File: config.mk
export PLATFORM = sky130hd
export DESIGN_NAME = bmem_line_arbiter_flat
export DESIGN_NICKNAME = d
export VERILOG_FILES = /design/src/rtl/bmem_line_arbiter_if.sv /design/src/rtl/bmem_line_arbiter.sv /design/src/flat_wrapper.sv
export SDC_FILE = /design/constraint.sdc
export NUM_CORES = 2
export LEC_CHECK = 0
export ABC_AREA = 1
export CAP_MARGIN = 20
export CORE_AREA = 2 2 399 401
export CTS_BUF_LIST = sky130_fd_sc_hd__clkbuf_4 sky130_fd_sc_hd__clkbuf_8 sky130_fd_sc_hd__clkbuf_16
export CTS_CLUSTER_DIAMETER = 150
export DETAILED_ROUTE_END_ITERATION = 8
export DIE_AREA = 0 0 401 403
export GPL_ROUTABILITY_DRIVEN = 1
export SLEW_MARGIN = 15
export SYNTH_ARGS = -nofsm -noshare
export SYNTH_HDL_FRONTEND = slang
export SYNTH_SLANG_ARGS = --single-unit
File: constraint.sdc
create_clock -name clk -period 25.6 [get_ports clk]
set_input_delay 5.12 -clock clk [delete_from_list [all_inputs] [get_ports clk]]
set_output_delay 5.12 -clock clk [all_outputs]
set_load 0.03 [all_outputs]
File: src/rtl/bmem_line_arbiter_if.sv
// Cache-side (DFP) and memory-side (bmem) signal bundles for bmem_line_arbiter.
// master drives requests, slave answers them.
interface bmem_line_arbiter_dfp_if #(
  parameter int unsigned NUM_PORTS = 2,
  parameter int unsigned LINE_BITS = 256,
  parameter int unsigned ADDR_BITS = 32
);
  logic [NUM_PORTS-1:0][ADDR_BITS-1:0] dfp_addr;
  logic [NUM_PORTS-1:0]                dfp_read;
  logic [NUM_PORTS-1:0]                dfp_write;
  logic [NUM_PORTS-1:0][LINE_BITS-1:0] dfp_wdata;
  logic [LINE_BITS-1:0]                dfp_rdata;
  logic [NUM_PORTS-1:0]                dfp_resp;

  modport master (
    output dfp_addr, dfp_read, dfp_write, dfp_wdata,
    input  dfp_rdata, dfp_resp
  );
  modport slave (
    input  dfp_addr, dfp_read, dfp_write, dfp_wdata,
    output dfp_rdata, dfp_resp
  );
endinterface

interface bmem_line_arbiter_bmem_if #(
  parameter int unsigned BUS_BITS  = 64,
  parameter int unsigned ADDR_BITS = 32
);
  logic [ADDR_BITS-1:0] bmem_addr;
  logic                 bmem_read;
  logic                 bmem_write;
  logic [BUS_BITS-1:0]  bmem_wdata;
  logic                 bmem_ready;
  logic [ADDR_BITS-1:0] bmem_raddr;
  logic [BUS_BITS-1:0]  bmem_rdata;
  logic                 bmem_rvalid;

  modport master (
    output bmem_addr, bmem_read, bmem_write, bmem_wdata,
    input  bmem_ready, bmem_raddr, bmem_rdata, bmem_rvalid
  );
  modport slave (
    input  bmem_addr, bmem_read, bmem_write, bmem_wdata,
    output bmem_ready, bmem_raddr, bmem_rdata, bmem_rvalid
  );
endinterface

File: src/rtl/bmem_line_arbiter.sv
// Round-robin arbiter joining NUM_PORTS line-granular cache ports to one burst memory.
// Optional BMEM_RADDR_CHECK_EN: drop read beats whose bmem_raddr line differs from the request.
module bmem_line_arbiter #(
  parameter int unsigned NUM_PORTS = 2,
  parameter int unsigned LINE_BITS = 256,
  parameter int unsigned BUS_BITS  = 64,
  parameter int unsigned ADDR_BITS = 32
) (
  input  logic                       clk,
  input  logic                       rst,
  bmem_line_arbiter_dfp_if.slave     dfp,
  bmem_line_arbiter_bmem_if.master   bmem
);

  localparam int unsigned BEATS       = LINE_BITS / BUS_BITS;
  localparam int unsigned BEAT_W      = $clog2(BEATS);
  localparam int unsigned PORT_W      = (NUM_PORTS > 1) ? $clog2(NUM_PORTS) : 1;
  localparam int unsigned OFFSET_BITS = $clog2(LINE_BITS / 8);
  localparam logic [ADDR_BITS-1:0] ALIGN_MASK =
    ~ADDR_BITS'((64'd1 << OFFSET_BITS) - 64'd1);

  typedef enum logic [2:0] {IDLE, RD_REQ, RD_WAIT, WR_BURST, RESP} state_e;

  state_e                state_q, state_d;
  logic [PORT_W-1:0]     port_q, port_d;
  logic [PORT_W-1:0]     rr_q, rr_d;
  logic [ADDR_BITS-1:0]  addr_q, addr_d;
  logic [BEAT_W-1:0]     beat_q, beat_d;
  logic [LINE_BITS-1:0]  line_q, line_d;
  logic [LINE_BITS-1:0]  rdata_q, rdata_d;
  logic                  read_q, read_d;
  logic                  write_q, write_d;
  logic [ADDR_BITS-1:0]  baddr_q, baddr_d;
  logic [BUS_BITS-1:0]   wdata_q, wdata_d;
  logic [NUM_PORTS-1:0]  resp_q, resp_d;

  logic                  beat_ok;
  logic                  found;
  logic [PORT_W-1:0]     cand;
  int unsigned           idx;

`ifdef BMEM_RADDR_CHECK_EN
  assign beat_ok = bmem.bmem_rvalid && ((bmem.bmem_raddr & ALIGN_MASK) == addr_q);
`else
  logic raddr_unused;
  assign raddr_unused = ^bmem.bmem_raddr;
  assign beat_ok      = bmem.bmem_rvalid;
`endif

  // State register and registered outputs
  always_ff @(posedge clk or posedge rst) begin
    if (rst) begin
      state_q <= IDLE;
      port_q  <= '0;
      rr_q    <= '0;
      addr_q  <= '0;
      beat_q  <= '0;
      line_q  <= '0;
      rdata_q <= '0;
      read_q  <= 1'b0;
      write_q <= 1'b0;
      baddr_q <= '0;
      wdata_q <= '0;
      resp_q  <= '0;
    end else begin
      state_q <= state_d;
      port_q  <= port_d;
      rr_q    <= rr_d;
      addr_q  <= addr_d;
      beat_q  <= beat_d;
      line_q  <= line_d;
      rdata_q <= rdata_d;
      read_q  <= read_d;
      write_q <= write_d;
      baddr_q <= baddr_d;
      wdata_q <= wdata_d;
      resp_q  <= resp_d;
    end
  end

  // Next state, then outputs decoded from the next state so they appear with it
  always_comb begin
    state_d = state_q;
    port_d  = port_q;
    rr_d    = rr_q;
    addr_d  = addr_q;
    beat_d  = beat_q;
    line_d  = line_q;
    rdata_d = rdata_q;
    read_d  = 1'b0;
    write_d = 1'b0;
    baddr_d = '0;
    wdata_d = '0;
    resp_d  = '0;
    found   = 1'b0;
    cand    = '0;
    idx     = 0;

    unique case (state_q)
      IDLE: begin
        for (int unsigned i = 0; i < NUM_PORTS; i++) begin
          idx = 32'(rr_q) + i;
          if (idx >= NUM_PORTS) idx = idx - NUM_PORTS;
          if (!found && (dfp.dfp_read[idx] || dfp.dfp_write[idx])) begin
            found = 1'b1;
            cand  = PORT_W'(idx);
          end
        end
        if (found) begin
          port_d  = cand;
          addr_d  = dfp.dfp_addr[cand] & ALIGN_MASK;
          beat_d  = '0;
          // a port asking for both is written back before its read is served
          state_d = dfp.dfp_write[cand] ? WR_BURST : RD_REQ;
        end
      end
      RD_REQ: begin
        if (bmem.bmem_ready) state_d = RD_WAIT;
      end
      RD_WAIT: begin
        if (beat_ok) begin
          line_d[32'(beat_q)*BUS_BITS +: BUS_BITS] = bmem.bmem_rdata;
          if (beat_q == BEAT_W'(BEATS - 1)) begin
            beat_d  = '0;
            rdata_d = line_d;
            state_d = RESP;
          end else begin
            beat_d = beat_q + BEAT_W'(1);
          end
        end
      end
      WR_BURST: begin
        if (bmem.bmem_ready) begin
          if (beat_q == BEAT_W'(BEATS - 1)) begin
            beat_d  = '0;
            state_d = RESP;
          end else begin
            beat_d = beat_q + BEAT_W'(1);
          end
        end
      end
      RESP: begin
        rr_d    = (port_q == PORT_W'(NUM_PORTS - 1)) ? '0 : port_q + PORT_W'(1);
        state_d = IDLE;
      end
      default: state_d = IDLE;
    endcase

    case (state_d)
      RD_REQ: begin
        read_d  = 1'b1;
        baddr_d = addr_d;
      end
      WR_BURST: begin
        write_d = 1'b1;
        baddr_d = addr_d;
        wdata_d = dfp.dfp_wdata[port_d][32'(beat_d)*BUS_BITS +: BUS_BITS];
      end
      RESP: resp_d[port_d] = 1'b1;
      default: ;
    endcase
  end

  assign dfp.dfp_rdata   = rdata_q;
  assign dfp.dfp_resp    = resp_q;
  assign bmem.bmem_addr  = baddr_q;
  assign bmem.bmem_read  = read_q;
  assign bmem.bmem_write = write_q;
  assign bmem.bmem_wdata = wdata_q;

endmodule

File: src/flat_wrapper.sv
// flat-port wrapper written by rule: the top's interface ports become plain ports
module bmem_line_arbiter_flat 
#(
  parameter int unsigned NUM_PORTS = 2,
  parameter int unsigned LINE_BITS = 256,
  parameter int unsigned BUS_BITS  = 64,
  parameter int unsigned ADDR_BITS = 32
)
  (clk, rst, dfp_dfp_addr, dfp_dfp_read, dfp_dfp_write, dfp_dfp_wdata, dfp_dfp_rdata, dfp_dfp_resp, bmem_bmem_addr, bmem_bmem_read, bmem_bmem_write, bmem_bmem_wdata, bmem_bmem_ready, bmem_bmem_raddr, bmem_bmem_rdata, bmem_bmem_rvalid);
  bmem_line_arbiter_dfp_if #(.NUM_PORTS(NUM_PORTS), .LINE_BITS(LINE_BITS), .ADDR_BITS(ADDR_BITS)) dfp_i ();
  bmem_line_arbiter_bmem_if #(.BUS_BITS(BUS_BITS), .ADDR_BITS(ADDR_BITS)) bmem_i ();
  input  logic clk;
  input  logic rst;
  input wire logic [$bits(dfp_i.dfp_addr)-1:0] dfp_dfp_addr;
  input wire logic [$bits(dfp_i.dfp_read)-1:0] dfp_dfp_read;
  input wire logic [$bits(dfp_i.dfp_write)-1:0] dfp_dfp_write;
  input wire logic [$bits(dfp_i.dfp_wdata)-1:0] dfp_dfp_wdata;
  output wire logic [$bits(dfp_i.dfp_rdata)-1:0] dfp_dfp_rdata;
  output wire logic [$bits(dfp_i.dfp_resp)-1:0] dfp_dfp_resp;
  output wire logic [$bits(bmem_i.bmem_addr)-1:0] bmem_bmem_addr;
  output wire logic [$bits(bmem_i.bmem_read)-1:0] bmem_bmem_read;
  output wire logic [$bits(bmem_i.bmem_write)-1:0] bmem_bmem_write;
  output wire logic [$bits(bmem_i.bmem_wdata)-1:0] bmem_bmem_wdata;
  input wire logic [$bits(bmem_i.bmem_ready)-1:0] bmem_bmem_ready;
  input wire logic [$bits(bmem_i.bmem_raddr)-1:0] bmem_bmem_raddr;
  input wire logic [$bits(bmem_i.bmem_rdata)-1:0] bmem_bmem_rdata;
  input wire logic [$bits(bmem_i.bmem_rvalid)-1:0] bmem_bmem_rvalid;
  assign dfp_i.dfp_addr = dfp_dfp_addr;
  assign dfp_i.dfp_read = dfp_dfp_read;
  assign dfp_i.dfp_write = dfp_dfp_write;
  assign dfp_i.dfp_wdata = dfp_dfp_wdata;
  assign dfp_dfp_rdata = dfp_i.dfp_rdata;
  assign dfp_dfp_resp = dfp_i.dfp_resp;
  assign bmem_bmem_addr = bmem_i.bmem_addr;
  assign bmem_bmem_read = bmem_i.bmem_read;
  assign bmem_bmem_write = bmem_i.bmem_write;
  assign bmem_bmem_wdata = bmem_i.bmem_wdata;
  assign bmem_i.bmem_ready = bmem_bmem_ready;
  assign bmem_i.bmem_raddr = bmem_bmem_raddr;
  assign bmem_i.bmem_rdata = bmem_bmem_rdata;
  assign bmem_i.bmem_rvalid = bmem_bmem_rvalid;
  bmem_line_arbiter #(.NUM_PORTS(NUM_PORTS), .LINE_BITS(LINE_BITS), .BUS_BITS(BUS_BITS), .ADDR_BITS(ADDR_BITS)) u_core (.clk(clk), .rst(rst), .dfp(dfp_i), .bmem(bmem_i));
endmodule
# Word-level counts from Yosys, hierarchy flattened
# Index checks and enable logic that the tools add are counted.
# totals
out_inout_bits	356
elab_cells	95
reg_bits	651
# classes
order_cmp	7
eq_ne	8
add_sub_neg	6
n_reduce_logical	9
muxes	50
shift	3
# op_table
cell	n
256-bit two-way mux	2
32-bit two-way mux	9
256-bit bitwise mux	1
64-bit by 34-bit variable shift with 256-bit output (first input constant)	1
256-bit by 9-bit indexed part select with 64-bit output	1
64-bit by 34-bit indexed part select with 256-bit output	1
32-bit by 2-bit less-than comparator with 1-bit output (second input constant)	2
64-bit two-way mux	1
8-bit negation with 34-bit output	1
32-bit by 2-bit greater-or-equal comparator with 1-bit output (second input constant)	1
32-bit by 2-bit subtractor with 32-bit output (second input constant)	1
1-bit two-way mux	23
3-bit two-way mux	5
2-bit two-way mux	6
3-bit case mux with 4 select lines	1
3-bit by 2-bit equality test with 1-bit output (second input constant)	3
3-bit by 1-bit equality test with 1-bit output (second input constant)	2
3-bit equality test (second input constant)	2
2-bit case mux with 3 select lines	1
1-bit by 2-bit less-than comparator with 1-bit output (second input constant)	2
3-bit zero test	1
3-bit AND reduction	1
1-bit by 2-bit subtractor with 3-bit output (second input constant)	1
1-bit by 1-bit adder with 2-bit output (second input constant)	1
other kinds (11)	13

# Depth between registers and ports, before layout
# logic_depth
word_depth	20
mapped_depth	13
ltp_nobuf	12

# Least setup slack after synthesis
# No wires, ideal clock.
# synth_timing
path_type	in2reg
from	in dfp_dfp_read[1]
to	reg u_core.wdata_q[40] (netlist: u_core.bmem.bmem_wdata[40])
arrival_time_ns	6.476
n_path_buf	3
slack_ns	19.053
required_ns	25.529
stages	10
cell_sequence	nor2_1 > inv_1 > nand2_1 > buf_1 > nand3_1 > a21oi_1 > buf_4 > buf_2 > nand2_1 > nor2_1
# synth_between
elab_chain_cells	16
# synth_rtl
item	line	rtl
start: declaration	flat_wrapper.sv:15	input wire logic [$bits(dfp_i.dfp_read)-1:0] dfp_dfp_read;
parallel branches: the longest is 15 deep, another holds 256-bit two-way mux	-	
64-bit two-way mux *	bmem_line_arbiter.sv:149	case (state_d)
net u_core.wdata_d[40]	bmem_line_arbiter.sv:34	logic [BUS_BITS-1:0] wdata_q, wdata_d;
end signal: assignment	bmem_line_arbiter.sv:76	wdata_q <= wdata_d;
end: declaration	bmem_line_arbiter.sv:34	
# Mark *: on every way through the listed nets, which the timed path passes. The select of a mux whose other input is x is not followed.
# A chain may end at the register's enable or synchronous reset.

# Worst setup path in the final report
# layout_timing
from	in dfp_dfp_write[0]
to	reg u_core.wdata_q[46] (netlist: u_core.bmem.bmem_wdata[46])
# layout_between
elab_chain_cells	16
# layout_rtl
item	line	rtl
start: declaration	flat_wrapper.sv:16	input wire logic [$bits(dfp_i.dfp_write)-1:0] dfp_dfp_write;
parallel branches: the longest is 15 deep, another holds 256-bit two-way mux	-	
64-bit two-way mux *	bmem_line_arbiter.sv:149	
net u_core.wdata_d[46]	bmem_line_arbiter.sv:34	
# Marked as above.

==> impl_metrics.yaml <==
layout:
  area_delta_synth_final_pct: 45.4
  final_nets: 5690
  multi_input_area_um2: 12700
  final_common_cell: "nand2_1"
  final-seq-area_um2: 16300
  mostFrequentLayoutCells: "nand2_1, clkdlybuf4s50_1, o21ai_0"
  nFillCells: 16976
  final_layout_size_suffix_gt1_frac: 0.0470
global_route:
  grt_max_degree: 197
  grtUsageMet2: 0.358
  grt_first_pass_wirelength_mm: 252
  first_global_vias: 32054
  overflow: 0
  antenna_found_initial: 128
  grt.total_usage: 0.220
  busiest_layer: "met2"
  grtUsageMet1: 0.254
  grtUsageMet3: 0.0849
clock_tree:
  clock-root-buffer: "clkbuf_16"
  cts.path.max_buffers: 3
  postCtsSetupBuffers: 0
  cts_buffers: 81
  holdBufCountCts: 0
  cts_tree: "yes"
  htree_levels: 3
  clkTransAtPathRegs_ps: 60
  clock-sinks: 651
  cts_resized: 0
  insertion_delay_ps: 680
worst_hold_path:
  min_path_type: "flip-flop to flip-flop"
  min_from: "u_core.addr_q[1]$_DFF_PP0_"
power_and_ir_drop:
  power_per_cell_area_nw_per_um2: 135
  finalPower_mw: 6.31
  leakagePower_nw: 20.2
  ir_drop_mv: 0.0717
critical_path:
  r2r-start: "u_core.rr_q$_DFFE_PP0N_"
  end_kind: "flip-flop"
  crit_chain: "clkdlybuf4s50_1 > o21ai_0 > nand2_1 > nand3_4 > nand2_8 > inv_8 > buf_4 > nand2_1 > nand2_1 > nand2_1 > nand2_1 > nor2_1 > nor2_1"
  r2r_end: "u_core.bmem.bmem_wdata[46]$_DFF_PP0_"
  slowest_delay_ps: 740
  critPathLaunchType: "primary input"
  cp-endpoint: "u_core.bmem.bmem_wdata[46]$_DFF_PP0_"
  path_max_fanout: 83
  startpoint: "dfp_dfp_write[0]"
  path_class: "primary input to flip-flop"
  rrSetupSlack_ps: 20850
  reg2reg_depth: 13
  crit_required_ps: 26170
  cpMaxStageDelayCell: "nand3_4"
  arrival_ps: 10020
  crit_top_cell: "nand2_1"
detailed_routing:
  drtIter0Drc: 2990
  wl_mm: 185
  drt_first_pass_iters: 5
  postRouteAntennaNets: 0
  via_count: 33368
  wl_per_cell_um: 25.7
  viasPerCell: 4.64
  drc_errors: 0
floorplan:
  core_area_um2: 157000
  start_util: 0.204
  die-area_um2: 162000
  die_w_um: 401
  pin_count: 1036
  rows: 146
  die_h_um: 403
synth:
  avgSynthCellArea_um2: 7.66
  synth_area_um2: 32100
  synth_nets: 4882
  ys_seq_elements: 651
  yosys_warnings: 0
  ys_seq_area_frac: 0.507
  synth_cell_types: 32
  synthCells: 4196
sta:
  fmax_mhz: 106
  worst_slack_ps: 16150
  period_share: 0.369
  fin_worst_skew_ps: 40.9
  rsz0062_at_grt: "false"
  drv_slew: 0
  period_minus_slack_ps: 9450
  final.setup.tns_ps: 0
  tightest_slew_ps: 1030
  timing.slew.headroom: 0.315
  setup_viol: 0
  finalHoldViolations: 0
placed_design:
  gp_congestion: 1.02
  numPortBuffers: 993
  hpwl_mm: 137
  post-place-ws_ps: 15440
flow_run:
  drv_cap: 0
status:
  status: "finished, final reports clean"
==> metrics by stage <==
stage / utilization / std cells / instance area, um2 / hold slack, ps
after floorplan: - / 4196 / 32100 / 436
after global placement: 0.279 / 6991 / 43900 / 480
after detailed placement: 0.279 / 6992 / 43900 / 477
after CTS: 0.296 / 7132 / 46500 / 486
after global routing: 0.296 / 7171 / 46700 / 508
final: 0.297 / 7186 / 46700 / 485
==> flip-flops by register name (all words and copies together), names as in the netlist <==
| signal | flops |
|---|---|
| u_core.bmem.bmem_write | 1 |
| u_core.line_q | 256 |
| u_core.dfp.dfp_rdata | 256 |
| u_core.state_q | 3 |
| u_core.beat_q | 2 |
| u_core.dfp.dfp_resp | 2 |
| u_core.rr_q | 1 |
| u_core.bmem.bmem_read | 1 |
| u_core.port_q | 1 |
| u_core.bmem.bmem_addr | 32 |
| u_core.bmem.bmem_wdata | 64 |
| u_core.addr_q | 32 |
==> power by group <==
group / switching [mW] / internal (mW)
combinational: 2.39 / 1.08
sequential: 0.198 / 1.47
clock: 0.486 / 0.680
==> layer usage <==
metal | routed length (um) | vias to the layer above
li1 | - | 15254
met1 | 70400 | 16247
met2 | 86300 | 1432
met3 | 18700 | 363
met4 | 8720 | 72
met5 | 451 | -
==> Yosys cell counts <==
library cell,n,area (um2)
buf_2,87,435
clkinv_1,1,3.75
nor2_4,2,22.5
nand2_2,3,18.8
nand2_1,1041,3910
nor2_1,267,1000
a31oi_1,2,12.5
inv_4,1,6.26
nand2_4,2,22.5
o21ai_1,41,205
dfrtp_1,651,16300
inv_2,5,18.8
nor4_1,1,6.26
nand3_2,1,10.0
a21oi_4,1,16.3
nand3_1,199,996
ha_1,6,75.1
nor2_2,1,6.26
inv_1,513,1930
and2_1,27,169
buf_6,1,11.3
o22ai_1,256,1600
o21ai_2,2,17.5
mux2_2,20,225
buf_4,17,128
clkbuf_1,196,736
nand4_1,2,12.5
nor3_4,1,16.3
a21oi_1,68,340
o21ai_0,715,3580
buf_1,13,48.8
nor3_1,53,265
==> cell families (layout without fill, tap and decap cells) <==
family,count (synthesis),count (layout),synth area share
and+or+nand+nor,1600,1600,0.201
AOI/OAI and AO/OA,1085,1085,0.180
buffers and inverters,834,1699,0.103
DFF,651,651,0.507
muxes,20,20,0.00701
adders and majority gates,6,6,0.00234
other,0,53,0
==> final cells by class <==
cell class | instances | area share
Multi-Input combinational cell | 2711 | 0.272
Tap cell | 2072 | 0.0555
Timing Repair Buffer | 1039 | 0.222
Clock inverter | 21 | 0.00458
Sequential cell | 651 | 0.349
Antenna cell | 53 | 0.00284
Inverter | 520 | 0.0423
Clock buffer | 119 | 0.0528
==> worst min-delay path by stage <==
stage | slack (ps) | end | depth (start not counted)
floorplan | 440 | u_core.rr_q$_DFFE_PP0N_ | 1
global placement | 480 | u_core.addr_q[2]$_DFF_PP0_ | 2
detailed placement | 480 | u_core.addr_q[1]$_DFF_PP0_ | 2
CTS | 490 | u_core.addr_q[1]$_DFF_PP0_ | 2
global route | 510 | u_core.addr_q[1]$_DFF_PP0_ | 2
finish | 480 | u_core.addr_q[1]$_DFF_PP0_ | 2
==> critical path: cells and delay by family <==
kind	cells	cell delay [ps]
compound gates	1	230
buf+inv	3	1790
simple gates	9	2660
Note: power is estimated with default switching activity, not from simulation.
